<file path="src/rtl/wb_timer.sv">
// Wishbone classic 64-bit machine timer (mtime/mtimecmp, CTRL, optional PRESCALE under WB_TIMER_PRESCALER_EN) driving timer_irq_o.
// Latency: one wait state; ack_o/err_o/dat_o registered, irq registered one cycle after mtime/mtimecmp.
// Backpressure: never stalls; one termination per strobe, a new strobe needs an idle sample in between.
module wb_timer #(
    parameter logic [63:0] MTIMECMP_RESET = 64'hFFFF_FFFF_FFFF_FFFF
) (
    input  logic        clk_i,
    input  logic        rst_ni,
    input  logic        cyc_i,
    input  logic        stb_i,
    input  logic        we_i,
    input  logic [31:0] adr_i,
    input  logic [3:0]  sel_i,
    input  logic [31:0] dat_i,
    output logic [31:0] dat_o,
    output logic        ack_o,
    output logic        err_o,
    output logic        rty_o,
    output logic        timer_irq_o
);
    localparam logic [2:0] OFF_MTIME_LO    = 3'd0;
    localparam logic [2:0] OFF_MTIME_HI    = 3'd1;
    localparam logic [2:0] OFF_MTIMECMP_LO = 3'd2;
    localparam logic [2:0] OFF_MTIMECMP_HI = 3'd3;
    localparam logic [2:0] OFF_CTRL        = 3'd4;
`ifdef WB_TIMER_PRESCALER_EN
    localparam logic [2:0] OFF_PRESCALE    = 3'd5;
`endif

    logic [63:0] mtime_q, mtime_d;
    logic [63:0] mtimecmp_q, mtimecmp_d;
    logic        en_q, en_d;
    logic        req_q, req_d;
    logic        ack_q, ack_d;
    logic        err_q, err_d;
    logic [31:0] dat_q, dat_d;
    logic        irq_q, irq_d;
`ifdef WB_TIMER_PRESCALER_EN
    logic [15:0] prescale_q, prescale_d;
    logic [15:0] div_q, div_d;
`endif

    logic        req, accept, mapped, wr_en, tick;
    logic [2:0]  off;
    logic [31:0] rdata;
    logic        unused_adr;

    assign unused_adr = ^{adr_i[31:5], adr_i[1:0]};

    function automatic logic [31:0] lane_merge(input logic [31:0] old_v,
                                               input logic [31:0] new_v,
                                               input logic [3:0]  sel);
        logic [31:0] res;
        res = old_v;
        for (int k = 0; k < 4; k++) begin
            if (sel[k]) res[8*k +: 8] = new_v[8*k +: 8];
        end
        return res;
    endfunction

    // Address decode and read mux
    always_comb begin
        off    = adr_i[4:2];
        req    = cyc_i & stb_i;
        // req_q is the previous request sample: only a rising strobe is accepted
        accept = req & ~req_q;
        mapped = 1'b0;
        rdata  = '0;
        case (off)
            OFF_MTIME_LO:    begin mapped = 1'b1; rdata = mtime_q[31:0];     end
            OFF_MTIME_HI:    begin mapped = 1'b1; rdata = mtime_q[63:32];    end
            OFF_MTIMECMP_LO: begin mapped = 1'b1; rdata = mtimecmp_q[31:0];  end
            OFF_MTIMECMP_HI: begin mapped = 1'b1; rdata = mtimecmp_q[63:32]; end
            OFF_CTRL:        begin mapped = 1'b1; rdata = {31'd0, en_q};     end
`ifdef WB_TIMER_PRESCALER_EN
            OFF_PRESCALE:    begin mapped = 1'b1; rdata = {16'd0, prescale_q}; end
`endif
            default:         begin mapped = 1'b0; rdata = '0;                end
        endcase
        wr_en = accept & we_i & mapped;
    end

    // Next-state: bus response, register writes, counter, compare
    always_comb begin
        req_d      = req;
        ack_d      = accept & mapped;
        err_d      = accept & ~mapped;
        dat_d      = (accept & mapped & ~we_i) ? rdata : 32'd0;
        irq_d      = (mtime_q >= mtimecmp_q);
        mtime_d    = mtime_q;
        mtimecmp_d = mtimecmp_q;
        en_d       = en_q;
`ifdef WB_TIMER_PRESCALER_EN
        prescale_d = prescale_q;
        tick       = en_q && (div_q == prescale_q);
        div_d      = (!en_q || tick || (wr_en && off == OFF_PRESCALE)) ? 16'd0 : div_q + 16'd1;
        if (wr_en && off == OFF_PRESCALE) begin
            if (sel_i[0]) prescale_d[7:0]  = dat_i[7:0];
            if (sel_i[1]) prescale_d[15:8] = dat_i[15:8];
        end
`else
        tick       = en_q;
`endif
        // A bus write to either mtime half suppresses the increment for that cycle
        if (wr_en && off == OFF_MTIME_LO) begin
            mtime_d[31:0] = lane_merge(mtime_q[31:0], dat_i, sel_i);
        end else if (wr_en && off == OFF_MTIME_HI) begin
            mtime_d[63:32] = lane_merge(mtime_q[63:32], dat_i, sel_i);
        end else if (tick) begin
            mtime_d = mtime_q + 64'd1;
        end
        if (wr_en && off == OFF_MTIMECMP_LO) begin
            mtimecmp_d[31:0] = lane_merge(mtimecmp_q[31:0], dat_i, sel_i);
        end
        if (wr_en && off == OFF_MTIMECMP_HI) begin
            mtimecmp_d[63:32] = lane_merge(mtimecmp_q[63:32], dat_i, sel_i);
        end
        if (wr_en && off == OFF_CTRL && sel_i[0]) begin
            en_d = dat_i[0];
        end
    end

    always_ff @(posedge clk_i or negedge rst_ni) begin
        if (!rst_ni) begin
            mtime_q    <= '0;
            mtimecmp_q <= MTIMECMP_RESET;
            en_q       <= 1'b0;
            req_q      <= 1'b0;
            ack_q      <= 1'b0;
            err_q      <= 1'b0;
            dat_q      <= '0;
            irq_q      <= 1'b0;
`ifdef WB_TIMER_PRESCALER_EN
            prescale_q <= '0;
            div_q      <= '0;
`endif
        end else begin
            mtime_q    <= mtime_d;
            mtimecmp_q <= mtimecmp_d;
            en_q       <= en_d;
            req_q      <= req_d;
            ack_q      <= ack_d;
            err_q      <= err_d;
            dat_q      <= dat_d;
            irq_q      <= irq_d;
`ifdef WB_TIMER_PRESCALER_EN
            prescale_q <= prescale_d;
            div_q      <= div_d;
`endif
        end
    end

    assign dat_o       = dat_q;
    assign ack_o       = ack_q;
    assign err_o       = err_q;
    assign rty_o       = 1'b0;
    assign timer_irq_o = irq_q;
endmodule
</file>
<file path="config.mk">
export PLATFORM = sky130hd
export DESIGN_NAME = wb_timer
export DESIGN_NICKNAME = d
export VERILOG_FILES = /design/src/rtl/wb_timer.sv
export SDC_FILE = /design/constraint.sdc
export NUM_CORES = 1
export LEC_CHECK = 0
export ABC_AREA = 1
export BUFFER_PORTS_ARGS = -buffer_cell sky130_fd_sc_hd__buf_4
export CAP_MARGIN = 20
export CORE_MARGIN = 3
export CORE_UTILIZATION = 61
export DETAILED_ROUTE_END_ITERATION = 8
export PLACE_DENSITY = 0.82
export SETUP_SLACK_MARGIN = 0.2
export SYNTH_ARGS = -nofsm -noshare
export SYNTH_HDL_FRONTEND = slang
export SYNTH_SLANG_ARGS = --single-unit
</file>
<file path="constraint.sdc">
create_clock -name clk_i -period 2.4 [get_ports clk_i]
set_input_delay 0.12 -clock clk_i [delete_from_list [all_inputs] [get_ports clk_i]]
set_output_delay 0.12 -clock clk_i [all_outputs]
set_load 0.02 [all_outputs]
</file>
### Yosys cells after proc, flatten, opt, wreduce, memory -nomap -nowiden

Index checks and enable logic that the tools add are counted.

| cells by class | value |
|---|---|
| add/sub/neg operators | 1 |
| bitwise logic cells | 11 |
| order comparisons | 1 |
| reductions and logical operators | 26 |
| multiplexer cells | 11 |
| eq/ne operators | 13 |

Operators with widths:

| operator | count |
|---|---|
| 32-bit one-hot mux with 5 select lines | 1 |
| 32-bit two-way mux | 4 |
| 64-bit by 1-bit adder with 64-bit output (second input constant) | 1 |
| 64-bit >= comparator | 1 |
| 64-bit two-way mux | 1 |
| 8-bit two-way mux | 4 |
| 3-bit AND reduction | 8 |
| 2-bit inequality test (second input constant) | 9 |
| 2-bit AND reduction | 8 |
| 1-bit AND | 7 |
| 3-bit by 2-bit equality test with 1-bit output (second input constant) | 2 |
| 1-bit logical AND | 6 |
| 5-bit OR reduction | 1 |
| 1-bit inverter | 4 |
| 2-bit nonzero test | 2 |
| 3-bit by 1-bit equality test with 1-bit output (second input constant) | 1 |
| 3-bit equality test (second input constant) | 1 |
| 3-bit zero test | 1 |
| 1-bit two-way mux | 1 |

| word-level totals | value |
|---|---|
| output and inout bits | 36 |
| bits in registers | 165 |

### Longest topological paths before layout

| depth | value |
|---|---|
| depth after elaboration | 7 |
| depth in mapped cells | 15 |
| gate-level depth less buffers | 15 |

### Worst setup path after synthesis

No wires, ideal clock.

| path | value |
|---|---|
| path type | flip-flop to flip-flop |
| start | register mtime_q[1] |
| end | register mtime_q[38] |
| slack | 725 ps |
| arrival | 1,558 ps |
| buffers on the path | 0 |
| setup time | 117 ps |
| cell stages (with the launch flop) | 11 |
| cell sequence | dfrtp_1 ha_1 nand3_1 nor2_1 nand3_1 nor2_1 nand2_1 o21ai_0 nand2_1 nand2_1 nand2_1 |

| between the ends | value |
|---|---|
| longest elaborated chain between the ends | 3 |

RTL lines:

| element | line | text |
|---|---|---|
| from (decl) | 30 | `logic [63:0] mtime_q, mtime_d;` |
| from (signal assigned) | 138 | `mtime_q <= mtime_d;` |
| 64-bit by 1-bit adder with 64-bit output | 110 | `mtime_d = mtime_q + 64'd1;` |
| 64-bit two-way mux | 109 | `end else if (tick) begin` |
| 32-bit two-way mux | 107 | `end else if (wr_en && off == OFF_MTIME_HI) begin` |

Every way passes these cells. The select of a mux whose other input is x is not followed.
A chain may end at the register's enable or synchronous reset.

### Final worst setup path

| path | value |
|---|---|
| start | register mtime_q[0] |
| end | register mtime_q[33] |

The elaborated chain is that of the path after synthesis.

==> metrics.log <==
[metrics] result of the run: finished with violations
[metrics] violations in the final reports: negative hold slack
[metrics] number of search-and-repair iterations in the first detailed-routing pass: 8
[metrics] total routing resource utilization after global routing: 41.3%
[metrics] final setup vio count: 0
[metrics] clock skew: 0.0111 ns
[metrics] proportion of synthesized chip area in sequential cells: 37.3%
[metrics] vertical die dimension: 142 um
[metrics] last element of the critical path: mtime_q[33]
[metrics] Critical R2R Launch: mtime_q[0]
[metrics] Data arrival, critical path: 2.52 ns
[metrics] Congestion Overflow GR: 0
[metrics] DIE WIDTH: 142 um
[metrics] clock tree from TritonCTS: yes
[metrics] Iter 0 DRT Violations: 1426
[metrics] first-pass GRT wire length: 64.3 mm
[metrics] number of instances in the synthesized netlist: 1652
[metrics] clock buffers created by TritonCTS: 17
[metrics] final HPWL from detailed placement: 30.4 mm
[metrics] Reg area: 0.00422 mm^2
[metrics] Setup crit start: mtime_q[0]
[metrics] floorplan row count: 49
[metrics] static leakage power: 5.96 nW
[metrics] net count of the mapped netlist: 1790
[metrics] Clock H-tree levels: 4
[metrics] proportion of layout cells with a drive suffix above 1: 15.9%
[metrics] Fmax: 467 MHz
[metrics] routed via count: 12.3k
[metrics] endpoint class of the critical path: register
[metrics] area enclosed by the die boundary: 0.0202 mm^2
[metrics] yosys synthesis warning count: 0
[metrics] number of flops mapped to enable cells by yosys: 0
[metrics] final cycle utilization of the critical path: 89.2%
[metrics] synthesized area per cell: 6.84 um^2
[metrics] dominant synthesized flop cell: dfrtp_1
[metrics] Max stage delay on crit path: 0.45 ns
[metrics] most common cell after layout, fill and taps aside: nand2_1
[metrics] cell repeated most along the worst path: nand2_1
[metrics] synthesis-stage register bit count: 165
[metrics] length in cells of the worst reg-to-reg path: 10
[metrics] proportion of register bits with asynchronous set or reset after synthesis: 100%
[metrics] endpoint required time on the critical path: 2.78 ns
[metrics] starting density of the core: 62.4%
[metrics] final number of hold-violating endpoints: 1
[metrics] Max stage delay cell, worst path: dfrtp_1
[metrics] power density normalized to cell area: 877 mW/mm^2
[metrics] unrepaired setup endpoints after global routing: true
[metrics] chain of cells forming the critical path: inv_1 -> nor2_4 -> nand2_2 -> nor2_1 -> nand2_1 -> nor2_2 -> nand2_1 -> nand3_1 -> nand3_1 -> nand2_1
[metrics] Syn Std Cell Area: 0.0113 mm^2
[metrics] antenna violations before repair: 1
[metrics] FILL cells: 1377
[metrics] area used by multi-input combinational logic: 0.00616 mm^2
[metrics] actual transition at the worst max-transition pin: 0.567 ns
[metrics] r2r setup slk: 0.26 ns
[metrics] Hold Path Class: in -> reg
[metrics] WL per Instance: 20.7 um
[metrics] type of the worst setup path: reg -> reg
[metrics] vias in the first global route: 12.2k
[metrics] Area Growth Syn to Fin: 15.8%
[metrics] min Tclk post-route: 2.14 ns
[metrics] worst-case vdd ir drop: 0.654 mV
[metrics] Floorplan Core Area: 0.0181 mm^2
[metrics] maximum number of pins on one net before global-route repair: 56
[metrics] sinks on the clock net: 165
[metrics] most frequent cells in the layout: 550 x nand2_1, 191 x inv_1, 154 x nor2_1, 124 x o21ai_0, 120 x buf_4
[metrics] Worst Setup Start Kind: register
[metrics] latest clock arrival within the worst-skew pair: 0.44 ns
[metrics] count of nets left with antenna violations after detail routing: 0
[metrics] tightest slew margin relative to the limit: 62.2%
[metrics] number of max-slew violations in the final report: 0
[metrics] clock input transition at the sequential cells of the worst setup and hold paths: 0.06 ns
[metrics] worst hold margin: -0.00322 ns
[metrics] routability cong.: 1.02
[metrics] Critical Path Fanout Max: 5
[metrics] number of vias per cell: 6.12
[metrics] final wirelength: 41.6 mm
[metrics] buffer cell driving the clock tree root: clkbuf_16
[metrics] detailed-route DRC error count: 0
[metrics] # Max-Cap Violations: 0
[metrics] number of distinct library cell variants in the gate-level netlist after synthesis: 40
[metrics] post-CTS setup buffer count: 0
[metrics] worst reg2reg endpoint: mtime_q[33]
[metrics] antenna fix cells: 0
[metrics] top-level I/O count: 109
[metrics] Port Buffer Count: 78
[metrics] setup tns final: 0 ns
[metrics] Final Net Count: 1901
[metrics] clock tree buffer depth: 2
## layer usage
layer	wire, um	track usage, %	share of wire (%)
met5	7	0	0.017
met4	1870	19.4	4.5
met3	4760	10.6	11
met2	18600	64.5	45
met1	16300	53.9	39
## report_power, final
part           internal (W)  switching (W)  total (W)
registers           0.00340       0.000932    0.00433
logic               0.00155        0.00277    0.00432
clock network       0.00153        0.00129    0.00282
## area by class of cell
class                           count  share of cell area (%)
Inverter                          198                    5.68
Clock buffer                       20                    3.49
Sequential cell                   165                    32.2
Multi-Input combinational cell   1245                    47.1
Tap cell                          229                    2.19
Clock inverter                     12                    1.02
Timing Repair Buffer              136                    8.28
## registers in the layout, summed over array words and instances (netlist names)
name         flops
ack_o            1
en_q             1
mtime_q         64
dat_o           32
req_q            1
err_o            1
timer_irq_o      1
mtimecmp_q      64
## stage by stage
step	cell area, um^2	total power, W	util, %	setup slack, ns	instances
floorplan	11300	0.00673	-	0.725	1652
finish	13100	0.0115	72.3	0.258	2005
CTS	13000	0.0112	72.1	0.194	2005
global route	13100	0.0121	72.3	0.164	2005
global placement	12300	0.00808	68.1	0.210	1961
detailed placement	12300	0.00831	68.1	0.155	1961
## worst min path at each step
stage | start | end | slack, ns | cells past startpoint
floorplan | rst_ni | ack_o | -0.18 | 0
global placement | rst_ni | dat_o[26] | 0.12 | 1
detailed placement | rst_ni | dat_o[26] | 0.13 | 1
CTS | dat_i[20] | mtimecmp_q[52] | 0.0008 | 3
global route | dat_i[17] | mtimecmp_q[17] | 0.01 | 3
finish | dat_i[17] | mtimecmp_q[17] | -0.003 | 3
## Yosys cell counts (2+ instances only)
cell type	count	area (um^2)
o21ai_0	126	631
a21oi_4	3	48.8
nor2_4	5	56.3
or2_2	12	75.1
buf_2	9	45.0
o22ai_1	25	156
nor2_1	162	608
a21oi_1	108	541
nand4_1	22	138
nand3b_1	7	52.6
clkbuf_1	24	90.1
buf_1	2	7.51
dfrtp_1	101	2530
o21ai_1	4	20.0
a21o_1	3	22.5
nand2_4	2	22.5
nand2_2	5	31.3
xnor2_1	2	17.5
nor3_1	4	20.0
inv_1	192	721
nand3_1	112	561
nor2_2	2	12.5
a221oi_1	8	70.1
nand3_4	2	35.0
inv_2	6	22.5
ha_1	65	813
dfstp_2	64	1680
buf_6	5	56.3
buf_4	4	30.0
nand2_1	555	2080
xor2_1	2	17.5
## critical path: cells and delay by family, from the launching register on
kind                   cells  cell delay (ns)
and+or+nand+nor            9             1.41
buffers and inverters      1             0.22
DFF                        1             0.45
## kinds of logic after synthesis
logic type,share of synthesized area [%]
AND/OR/NAND/NOR,33.3
AO/OA/AOI/OAI,13.3
buffers and inverters,8.61
flip-flops,37.3
adder cells (fa/ha/maj),7.20
XOR/XNOR,0.310
other,0.0332
## repair_timing
action,in CTS,in global routing
hold buffers,12,0
setup endpoints to repair,7,44
hold endpoints to repair,51,0
pin swaps,0,0
gates resized for setup,3,22
(Power assumes the default switching activity.)
